### src/rtl/color_grid_manager.sv
// color_grid_manager: configurable region-colour grid for a VGA pixel path with serial geometry recompute
module color_grid_manager #(
  parameter int MAX_COLS = 4,
  parameter int MAX_ROWS = 4,
  parameter int COLOR_WIDTH = 12,
  parameter int COUNTER_WIDTH = 11,
  parameter int C_ADDR_WIDTH = 4,
  parameter int C_DATA_WIDTH = 16,
  parameter int ADDR_RES = 0,
  parameter int ADDR_COLOR = 1,
  parameter int ADDR_SPLIT = 2,
  parameter logic [COLOR_WIDTH-1:0] DBG0 = 12'hF00,
  parameter logic [COLOR_WIDTH-1:0] DBG1 = 12'h0F0,
  parameter logic [COLOR_WIDTH-1:0] DBG2 = 12'h00F,
  parameter logic [COLOR_WIDTH-1:0] DBG3 = 12'hFFF
) (
  input  logic                     Clk,
  input  logic                     Rst,
  input  logic [C_ADDR_WIDTH-1:0]  C_Addr,
  input  logic [C_DATA_WIDTH-1:0]  C_Data,
  input  logic                     C_Valid,
  output logic                     C_Rdy,
  input  logic                     VGA_Debugg,
  input  logic                     Counter_X_Valid,
  input  logic                     Counter_Y_Valid,
  input  logic [COUNTER_WIDTH-1:0] Counter_X,
  input  logic [COUNTER_WIDTH-1:0] Counter_Y,
  output logic [COLOR_WIDTH-1:0]   Data_VGA,
  output logic [COUNTER_WIDTH-1:0] H_Active,
  output logic [COUNTER_WIDTH-1:0] V_Active,
  output logic [COUNTER_WIDTH-1:0] H_Total,
  output logic [COUNTER_WIDTH-1:0] V_Total,
  output logic [1:0]               VGA_Notification,
  output logic                     VGA_Notification_Valid
);
  localparam int CW = COUNTER_WIDTH;
  localparam int M = MAX_COLS > MAX_ROWS ? MAX_COLS : MAX_ROWS;
  localparam int N = MAX_COLS * MAX_ROWS;
  typedef enum logic [2:0] {IDLE, DIV_X, DIV_Y, ACCUM, COMMIT} state_t;
  state_t state;
  logic [COLOR_WIDTH-1:0] colors [0:15];
  logic [CW-1:0] bx [0:M-1];
  logic [CW-1:0] by [0:M-1];
  logic [CW-1:0] pbx [0:M-1];
  logic [CW-1:0] pby [0:M-1];
  logic [3:0] cols, rows, p_c, p_r;
  logic [CW-1:0] p_ha, p_va, p_ht, p_vt;
  logic [1:0] p_code;
  logic [CW-1:0] dv, rem, step_x, step_y, acc_x, acc_y, cnt;
  logic [CW-2:0] q;
  logic is_res, is_col, is_spl, res_ok, spl_ok, ge;
  logic [1:0] rc;
  logic [3:0] sc, sr, dsr;
  logic [CW-1:0] ra, rv, rht, rvt, nrem, ax_n, ay_n;
  logic [CW:0] t, dd;
  logic [2:0] col, row;
  logic [3:0] idx;
  logic dc, dr;
  logic [COLOR_WIDTH-1:0] pix;
  assign C_Rdy = state == IDLE;
  always_comb begin
    is_res = C_Addr == C_ADDR_WIDTH'(ADDR_RES);
    is_col = C_Addr == C_ADDR_WIDTH'(ADDR_COLOR);
    is_spl = C_Addr == C_ADDR_WIDTH'(ADDR_SPLIT);
    rc = C_Data[1:0];
    sc = C_Data[3:0];
    sr = C_Data[7:4];
    res_ok = rc != 2'd3;
    spl_ok = sc != 0 && sc <= 4'(MAX_COLS) && sr != 0 && sr <= 4'(MAX_ROWS);
    ra  = rc == 2'd0 ? CW'(640) : rc == 2'd1 ? CW'(800)  : CW'(1024);
    rv  = rc == 2'd0 ? CW'(480) : rc == 2'd1 ? CW'(600)  : CW'(768);
    rht = rc == 2'd0 ? CW'(800) : rc == 2'd1 ? CW'(1056) : CW'(1344);
    rvt = rc == 2'd0 ? CW'(525) : rc == 2'd1 ? CW'(628)  : CW'(806);
    dsr = state == DIV_X ? p_c : p_r;
    t = {rem, dv[CW-1]};
    dd = (CW+1)'(dsr);
    ge = t >= dd;
    nrem = ge ? CW'(t - dd) : t[CW-1:0];
    ax_n = acc_x + step_x;
    ay_n = acc_y + step_y;
  end
  // pixel path: region index is the number of committed boundaries already passed
  always_comb begin
    col = 3'd0;
    row = 3'd0;
    for (int i = 0; i < MAX_COLS - 1; i++) col = col + 3'(bx[i] <= Counter_X);
    for (int i = 0; i < MAX_ROWS - 1; i++) row = row + 3'(by[i] <= Counter_Y);
    idx = 4'(row * MAX_COLS + col);
    dc = Counter_X >= (H_Active >> 1);
    dr = Counter_Y >= (V_Active >> 1);
    pix = VGA_Debugg ? (dr ? (dc ? DBG3 : DBG2) : (dc ? DBG1 : DBG0)) : colors[idx];
  end
  always_ff @(posedge Clk or negedge Rst)
    if (!Rst) Data_VGA <= '0;
    else Data_VGA <= (Counter_X_Valid && Counter_Y_Valid) ? pix : '0;
  always_ff @(posedge Clk or negedge Rst)
    if (!Rst) begin
      state <= IDLE;
      VGA_Notification <= 2'd0;
      VGA_Notification_Valid <= 1'b0;
      for (int i = 0; i < 16; i++) colors[i] <= '0;
      for (int i = 0; i < M; i++) begin
        bx[i] <= CW'(640);
        by[i] <= CW'(480);
        pbx[i] <= CW'(640);
        pby[i] <= CW'(480);
      end
      H_Active <= CW'(640);
      V_Active <= CW'(480);
      H_Total <= CW'(800);
      V_Total <= CW'(525);
      cols <= 4'd1;
      rows <= 4'd1;
      p_c <= 4'd1;
      p_r <= 4'd1;
      p_ha <= CW'(640);
      p_va <= CW'(480);
      p_ht <= CW'(800);
      p_vt <= CW'(525);
      p_code <= 2'd0;
      dv <= '0;
      rem <= '0;
      q <= '0;
      step_x <= '0;
      step_y <= '0;
      acc_x <= '0;
      acc_y <= '0;
      cnt <= '0;
    end else begin
      VGA_Notification <= 2'd0;
      VGA_Notification_Valid <= 1'b0;
      case (state)
        IDLE: if (C_Valid) begin
          if (is_col && {1'b0, C_Data[15:12]} < 5'(N)) colors[C_Data[15:12]] <= COLOR_WIDTH'(C_Data[11:0]);
          if ((is_res && !res_ok) || (is_spl && !spl_ok)) begin
            VGA_Notification <= 2'd3;
            VGA_Notification_Valid <= 1'b1;
          end else if (is_res || is_spl) begin
            p_ha <= is_res ? ra : H_Active;
            p_va <= is_res ? rv : V_Active;
            p_ht <= is_res ? rht : H_Total;
            p_vt <= is_res ? rvt : V_Total;
            p_c <= is_spl ? sc : cols;
            p_r <= is_spl ? sr : rows;
            p_code <= is_res ? 2'd1 : 2'd2;
            dv <= is_res ? ra : H_Active;
            rem <= '0;
            cnt <= '0;
            state <= DIV_X;
          end
        end
        DIV_X, DIV_Y: begin
          rem <= nrem;
          dv <= dv << 1;
          q <= {q[CW-3:0], ge};
          cnt <= cnt + 1'b1;
          if (cnt == CW'(CW - 1)) begin
            cnt <= '0;
            rem <= '0;
            if (state == DIV_X) begin
              step_x <= {q, ge};
              dv <= p_va;
              state <= DIV_Y;
            end else begin
              step_y <= {q, ge};
              acc_x <= '0;
              acc_y <= '0;
              state <= ACCUM;
            end
          end
        end
        ACCUM: begin
          acc_x <= ax_n;
          acc_y <= ay_n;
          cnt <= cnt + 1'b1;
          // entry i holds boundary k=i+1; boundaries past the split sit at the active edge
          for (int i = 0; i < M; i++)
            if (cnt == CW'(i)) begin
              pbx[i] <= CW'(i + 1) < CW'(p_c) ? ax_n : p_ha;
              pby[i] <= CW'(i + 1) < CW'(p_r) ? ay_n : p_va;
            end
          if (cnt == CW'(M - 1)) state <= COMMIT;
        end
        COMMIT: begin
          for (int i = 0; i < M; i++) begin
            bx[i] <= pbx[i];
            by[i] <= pby[i];
          end
          H_Active <= p_ha;
          V_Active <= p_va;
          H_Total <= p_ht;
          V_Total <= p_vt;
          cols <= p_c;
          rows <= p_r;
          VGA_Notification <= p_code;
          VGA_Notification_Valid <= 1'b1;
          state <= IDLE;
        end
        default: state <= IDLE;
      endcase
    end
endmodule

### config.mk
export PLATFORM = sky130hd
export DESIGN_NAME = color_grid_manager
export DESIGN_NICKNAME = d
export VERILOG_FILES = /design/src/rtl/color_grid_manager.sv
export SDC_FILE = /design/constraint.sdc
export NUM_CORES = 1
export LEC_CHECK = 0
export ABC_AREA = 1
export BUFFER_PORTS_ARGS = -buffer_cell sky130_fd_sc_hd__buf_2
export CORE_ASPECT_RATIO = 2
export CORE_UTILIZATION = 35
export CTS_CLUSTER_DIAMETER = 50
export DETAILED_ROUTE_END_ITERATION = 12
export PLACE_DENSITY_LB_ADDON = 0.25
export SLEW_MARGIN = 20
export SYNTH_ARGS = -nofsm -noshare
export SYNTH_HDL_FRONTEND = slang
export SYNTH_SLANG_ARGS = --single-unit
export TNS_END_PERCENT = 30
### constraint.sdc
create_clock -name Clk -period 9.3 [get_ports Clk]
set_input_delay 2.325 -clock Clk [delete_from_list [all_inputs] [get_ports Clk]]
set_output_delay 2.325 -clock Clk [all_outputs]
set_load 0.1 [all_outputs]
==> impl_metrics.py, run 1 <==
metrics = {
    "floorplanning": {
        "start_util": 0.353,
        "core_area_mm2": 0.0759,
        "pin_count": 108,
        "die-area_mm2": 0.0777,
        "die_x_um": 198,
        "fp-row-count": 143,
        "die_height_um": 393,
    },
    "logic_synthesis": {
        "synth_edf_count": 0,
        "ys_ff_latch": 535,
        "ys_types": 42,
        "synth_warnings": 0,
        "syn-num-nets": 3404,
        "syn-cell-area_mm2": 0.0268,
        "synth.avg_cell_area_um2": 8.28,
        "synth_largest_area_cell": "dfrtp_1",
        "synthCells": 3237,
        "synth_top_area_share": 0.438,
        "yosys-top-cells-area": "dfrtp_1 44%, nand2_1 14%, o21ai_0 8.3%",
        "synthFlopType": "dfrtp_1",
        "ys_seq_area_frac": 0.503,
        "synthArstFlopShare": 1.00,
    },
    "clocking": {
        "clk_pin_slew_ns": 0.07,
        "clock-sinks": 535,
        "cts_inserted_buffers": 52,
        "cts_tree": "yes",
        "cts-root-buf": "clkbuf_16",
        "clk_path_buf_depth": 3,
        "ctsResizeCount": 0,
        "holdBufCountCts": 0,
        "cts_setup_buffers": 0,
        "h-tree-depth": 2,
        "clk_latency_ns": 0.63,
    },
    "setup_path": {
        "worstSetupStartpointType": "input port",
        "worstPathArrival_ns": 6.38,
        "timing.critical_path.mode_cell": "nand2_1",
        "critPathLaunch": "Counter_X[6]",
        "critical-path-max-stage-delay_ns": 0.77,
        "crit_buf_inv": 5,
        "crit_path_cell_trace": "buf_2, inv_1, ha_1, nand2_1, o21ai_0, nand2_1, o2111ai_1, nand2_1, inv_1, fa_4, inv_2, buf_4, nand2_1, nand3_1, nand3_1, nand3_1, a21oi_1, nor2_1",
        "critPathTopFamily": "buffers and inverters",
        "worst_path_max_delay_cell": "fa_4",
        "cp_max_fo": 60,
        "critPathKind": "in2reg",
        "cp-end-kind": "flop",
        "rr_startpoint": "bx[39]$_DFFE_PN0N_",
        "critPathRequiredTime_ns": 9.84,
    },
    "cells_and_area": {
        "layout_commonest_cell": "nand2_1",
        "layout-drive-gt1-share": 0.112,
        "final_util": 0.397,
        "stdcell_count": 4324,
        "n_antenna_cell": 0,
        "final_cell_mix": "1002 x nand2_1, 469 x dfrtp_1, 441 x o21ai_0",
        "area_delta_synth_final_pct": 12.3,
        "nNetsFinal": 3432,
    },
    "placed_design": {
        "place_ws_ns": 2.82,
        "dp.cells": 4225,
        "detailed_place_hpwl_um": 63800,
        "port_buffers": 107,
        "gp_congestion": 0.910,
    },
    "detailed_routing": {
        "firstDrtPassIters": 6,
        "drt_wl_total_um": 89100,
        "num_vias": 22300,
        "drt_iter0_drc": 1477,
        "drtAntennaViolNets": 0,
        "vias_per_cell": 5.15,
        "wl_per_cell_um": 20.6,
        "post-route-drc-count": 0,
    },
    "sta": {
        "min_period_ns": 5.84,
        "rsz0062_at_grt": "no",
        "period_share": 0.628,
        "worst_pin_slew_ns": 1.16,
        "slew_violations": 0,
        "worst_slack_ns": 3.46,
        "setup-tns-final_ns": 0,
        "clock.fmax_mhz": 171,
        "final_hold_viol_count": 0,
        "fin_skew_ns": 0.0307,
        "maxSlewHeadroom": 0.224,
        "setup_viol": 0,
    },
    "global_route": {
        "antenna_found_initial": 3,
        "grt_pass1_vias": 22200,
        "grt_pass1_wl_um": 136000,
        "grt_max_degree": 160,
        "gr-total-overflow": 0,
        "grtUsageTotal": 0.232,
    },
    "pwr": {
        "power_frac_clock": 0.251,
        "comb_power_share": 0.390,
        "p_sw_mw": 4.14,
        "p_int_mw": 5.21,
        "swShare": 0.443,
        "power.leakage_nw": 14.6,
        "sequentialPowerShare": 0.359,
        "powerDensity_mw_per_mm2": 311,
        "peakVddDrop_v": 0.000224,
    },
    "run": {
        "maxCapViolations": 0,
    },
    "min_path": {
        "worstHoldStart": "H_Total[8]$_DFFE_PN1N_",
        "hp-class": "reg2reg",
    },
    "outcome": {
        "status": "finished clean",
    },
}
[worst reg2reg max path, stage by stage (launching register included)]
cell and delay, ns:
dfrtp_1 0.40, ha_1 0.30, nand2_1 0.11, o21ai_0 0.36, nand2_1 0.09, o2111ai_1 0.11
nand2_1 0.08, inv_1 0.09, fa_4 0.77, inv_2 0.62, buf_4 0.63, nand2_1 0.16
nand3_1 0.10, nand3_1 0.08, nand3_1 0.18, a21oi_1 0.09, nor2_1 0.14
[cell usage after synthesis, types with 2 or more instances]
master,instances
nor2_4,3
a31oi_1,3
o21ai_1,7
o21bai_1,2
buf_1,16
buf_2,31
mux2_2,56
nor4_1,8
clkbuf_1,111
a22oi_1,11
xor2_1,14
dfrtp_1,469
nand3b_1,3
ha_1,114
a22o_1,10
inv_2,3
nor2_1,132
a21oi_1,142
fa_1,5
o21ai_0,442
nand4_4,7
nand3_1,258
clkinv_1,6
xnor2_1,6
nand4_1,25
o22ai_1,2
o2111ai_1,6
nor2_2,3
nor3_1,7
dfstp_2,66
nand2_1,1003
inv_1,249
o211ai_1,8
[kinds of logic (layout without fill, tap and decap cells)]
group                      Yosys count  after routing  synth area share
and+or+nand+nor                   1455           1455             0.227
AOI/OAI and AO/OA                  634            634             0.123
DFF                                535            535             0.503
buffers and inverters              418            490            0.0606
adders and majority gates          119            119            0.0570
muxes                               56             56            0.0235
xor gates and xnor gates            20             20           0.00654
[state kept, by name, summed over array words and instances, names as in the netlist, 12 cells and up]
register,flops
colors,192
Data_VGA,12
bx,33
by,33
pbx,33
pby,33
[stage by stage]
step,power [mW],hold slack (ns),cell area [um2]
3_3_place_gp,7.00,0.454,28200
2_1_floorplan,5.78,0.445,26800
5_1_grt,9.91,0.486,30100
4_1_cts,9.42,0.471,30100
6_report,9.35,0.470,30100
3_5_place_dp,7.04,0.460,28200
[per-layer routing]
layer | part of all wire | vias to the layer above | GRT usage
li1 | - | 10700 | -
met1 | 0.35 | 10800 | 0.241
met2 | 0.53 | 607 | 0.432
met3 | 0.044 | 212 | 0.0316
met4 | 0.067 | 6 | 0.144
met5 | 0.00045 | - | 0
[power by group through the flow]
stage               sequential, mW  combinational, mW  clock [mW]
finish                        3.36               3.65        2.35
global route                  3.41               4.02        2.47
CTS                           3.35               3.67        2.40
detailed placement            3.39               3.65           0
global placement              3.38               3.61           0
floorplan                     3.64               2.14           0
[final timing paths]
check	cells past startpoint	slack, ns	end
worst max-delay path	18	3.46	Data_VGA[5]$_DFF_PN0_
worst min-delay path	2	0.47	H_Total[8]$_DFFE_PN1N_
worst max register to register	16	4.94	Data_VGA[5]$_DFF_PN0_
worst min register to register	2	0.47	H_Total[8]$_DFFE_PN1N_
max in group asynchronous	2	6.12	pbx[17]$_DFFE_PN0P_
min in group asynchronous	1	1.67	H_Total[3]$_DFFE_PN0N_
[cell type report]
type | count | area (um2)
sequential | 535 | 13500
timing repair buffer | 134 | 777
multi-input combinational | 2284 | 11700
fill | 7921 | 45800
tap | 1015 | 1270
inverter | 258 | 968
clock inverter | 27 | 387
clock buffer | 71 | 1480
(Power assumes the default switching activity.)
==> run 2, diff against run 1 <==
Clock period 9.3 ns to 5 ns, I/O delays scaled along.
==> run 2 against run 1 <==
Core utilization rose by 0.33 points. Total power rose by 87%. Worst setup slack got worse by 2.6 ns. Die area did not move. Non-clock buffer count increased by 19. Design area increased by 0.83%. Largest cell class unchanged. Highest routed layer unchanged. Sequential cell count stayed put.
==> impl_metrics.py, run 2 (synthesis results as in run 1) <==
metrics = {
    "detailed_routing": {
        "drt_iter0_drc": 1479,
        "wl_per_cell_um": 20.3,
        "drtAntennaViolNets": 0,
        "vias_per_cell": 5.11,
        "firstDrtPassIters": 6,
        "num_vias": 22200,
        "drt_wl_total_um": 88000,
        "post-route-drc-count": 0,
    },
    "sta": {
        "fin_skew_ns": 0.0479,
        "worst_slack_ns": 0.859,
        "clock.fmax_mhz": 242,
        "min_period_ns": 4.14,
        "fin_hold_ws_ns": 0.471,
        "final_hold_viol_count": 0,
        "setup_viol": 0,
        "setup-tns-final_ns": 0,
        "slew_violations": 0,
        "maxSlewHeadroom": 0.188,
        "period_share": 0.828,
        "worst_pin_slew_ns": 1.21,
        "rsz0062_at_grt": "no",
    },
    "cells_and_area": {
        "layout_commonest_cell": "nand2_1",
        "largest_reg_flops": 192,
        "layout-drive-gt1-share": 0.118,
        "registers.top_by_ff_count": "colors",
        "final_cell_mix": "1002 x nand2_1, 469 x dfrtp_1, 441 x o21ai_0",
        "final_util": 0.400,
        "stdcell_count": 4343,
        "final_cell_area_mm2": 0.0303,
        "area_delta_synth_final_pct": 13.2,
        "num-fill-cells": 7874,
        "nNetsFinal": 3451,
    },
    "clocking": {
        "cts_setup_buffers": 0,
        "ctsResizeCount": 0,
        "clk_latency_ns": 0.64,
        "holdBufCountCts": 0,
        "cts-root-buf": "clkbuf_16",
        "cts_tree": "yes",
        "cts_inserted_buffers": 52,
        "clk_pin_slew_ns": 0.07,
        "h-tree-depth": 2,
        "clk_path_buf_depth": 3,
        "clock-sinks": 535,
    },
    "setup_path": {
        "crit_path_cell_trace": "buf_2, inv_1, ha_1, nand4_1, nor3_1, nand4_1, nand2_1, inv_1, fa_4, inv_2, buf_12, buf_12, nand2_1, nand3_1, nand3_1, nand3_1, a21oi_1, nor2_1",
        "critPathKind": "in2reg",
        "cp-end-kind": "flop",
        "worstPathArrival_ns": 4.61,
        "worstSetupStartpointType": "input port",
        "critical-path-max-stage-delay_ns": 0.86,
        "cp_max_fo": 51,
        "critPathRequiredTime_ns": 5.47,
        "timing.critical_path.mode_cell": "nand3_1",
        "critPathTopFamily": "adder cells",
        "crit_buf_inv": 6,
        "worst_path_max_delay_cell": "fa_4",
    },
    "floorplanning": {
        "die_height_um": 393,
        "pin_count": 108,
        "die-area_mm2": 0.0777,
        "core_area_mm2": 0.0759,
        "start_util": 0.353,
        "fp-row-count": 143,
        "die_x_um": 198,
    },
    "global_route": {
        "grtUsageTotal": 0.228,
        "gr-total-overflow": 0,
        "grt_pass1_vias": 22100,
        "antenna_found_initial": 5,
        "grt_max_degree": 97,
        "grt_pass1_wl_um": 134000,
    },
    "pwr": {
        "power.leakage_nw": 14.7,
        "powerDensity_mw_per_mm2": 577,
        "power_mw": 17.5,
        "peakVddDrop_v": 0.000434,
    },
    "outcome": {
        "status": "finished clean",
    },
    "placed_design": {
        "dp.cells": 4245,
        "gp_congestion": 0.959,
        "detailed_place_hpwl_um": 63500,
        "place_area_mm2": 0.0285,
        "port_buffers": 107,
        "place_ws_ns": 0.275,
    },
    "run": {
        "maxCapViolations": 0,
    },
    "min_path": {
        "hp-class": "reg2reg",
    },
}
-- run 2: tightest hold or removal path, cell delays in order (launching register included) --
cell,delay (ns)
dfstp_2,0.37
nand2_1,0.05
nand2_1,0.04
-- run 2: worst paths after layout --
| check | cells after the start | slack [ns] | from | to |
|---|---|---|---|---|
| setup / recovery | 18 | 0.86 | Counter_X[10] | Data_VGA[3]$_DFF_PN0_ |
| hold / removal | 2 | 0.47 | H_Total[8]$_DFFE_PN1N_ | H_Total[8]$_DFFE_PN1N_ |
| setup reg to reg | 15 | 1.13 | state[2]$_DFFE_PN0P_ | rem[2]$_DFFE_PN0P_ |
| hold reg to reg | 2 | 0.47 | H_Total[8]$_DFFE_PN1N_ | H_Total[8]$_DFFE_PN1N_ |
| max in group asynchronous | 2 | 3.25 | Rst | colors[129]$_DFFE_PN0P_ |
| min in group asynchronous | 1 | 0.65 | Rst | p_ht[0]$_DFFE_PN0P_ |
-- run 2: layout make-up --
type | count | area [um2] | area share
flip-flops and latches | 535 | 13500 | 0.444
multi-input cells | 2284 | 11700 | 0.386
clock buffers | 68 | 1480 | 0.0489
well taps | 1015 | 1270 | 0.0419
repair buffers | 153 | 1030 | 0.0339
inverters | 258 | 968 | 0.0319
clock inverters | 29 | 387 | 0.0127
diodes | 1 | 2.50 | 0.0000825
-- run 2: where the power goes --
part           leakage [nW]  total, mW  internal (mW)  switching, mW
clock network         0.915       4.35           2.48           1.87
registers              7.05       6.25           5.46          0.789
logic                  6.78       6.91           1.89           5.02
-- run 2: routing by layer --
layer,vias to the layer above,routed length (um),share of wire,track usage
li1,10700,-,-,-
met1,10700,31700,0.36,0.239
met2,536,47500,0.54,0.429
met3,213,3110,0.035,0.0282
met4,8,5520,0.063,0.134
met5,-,44,0.00050,0
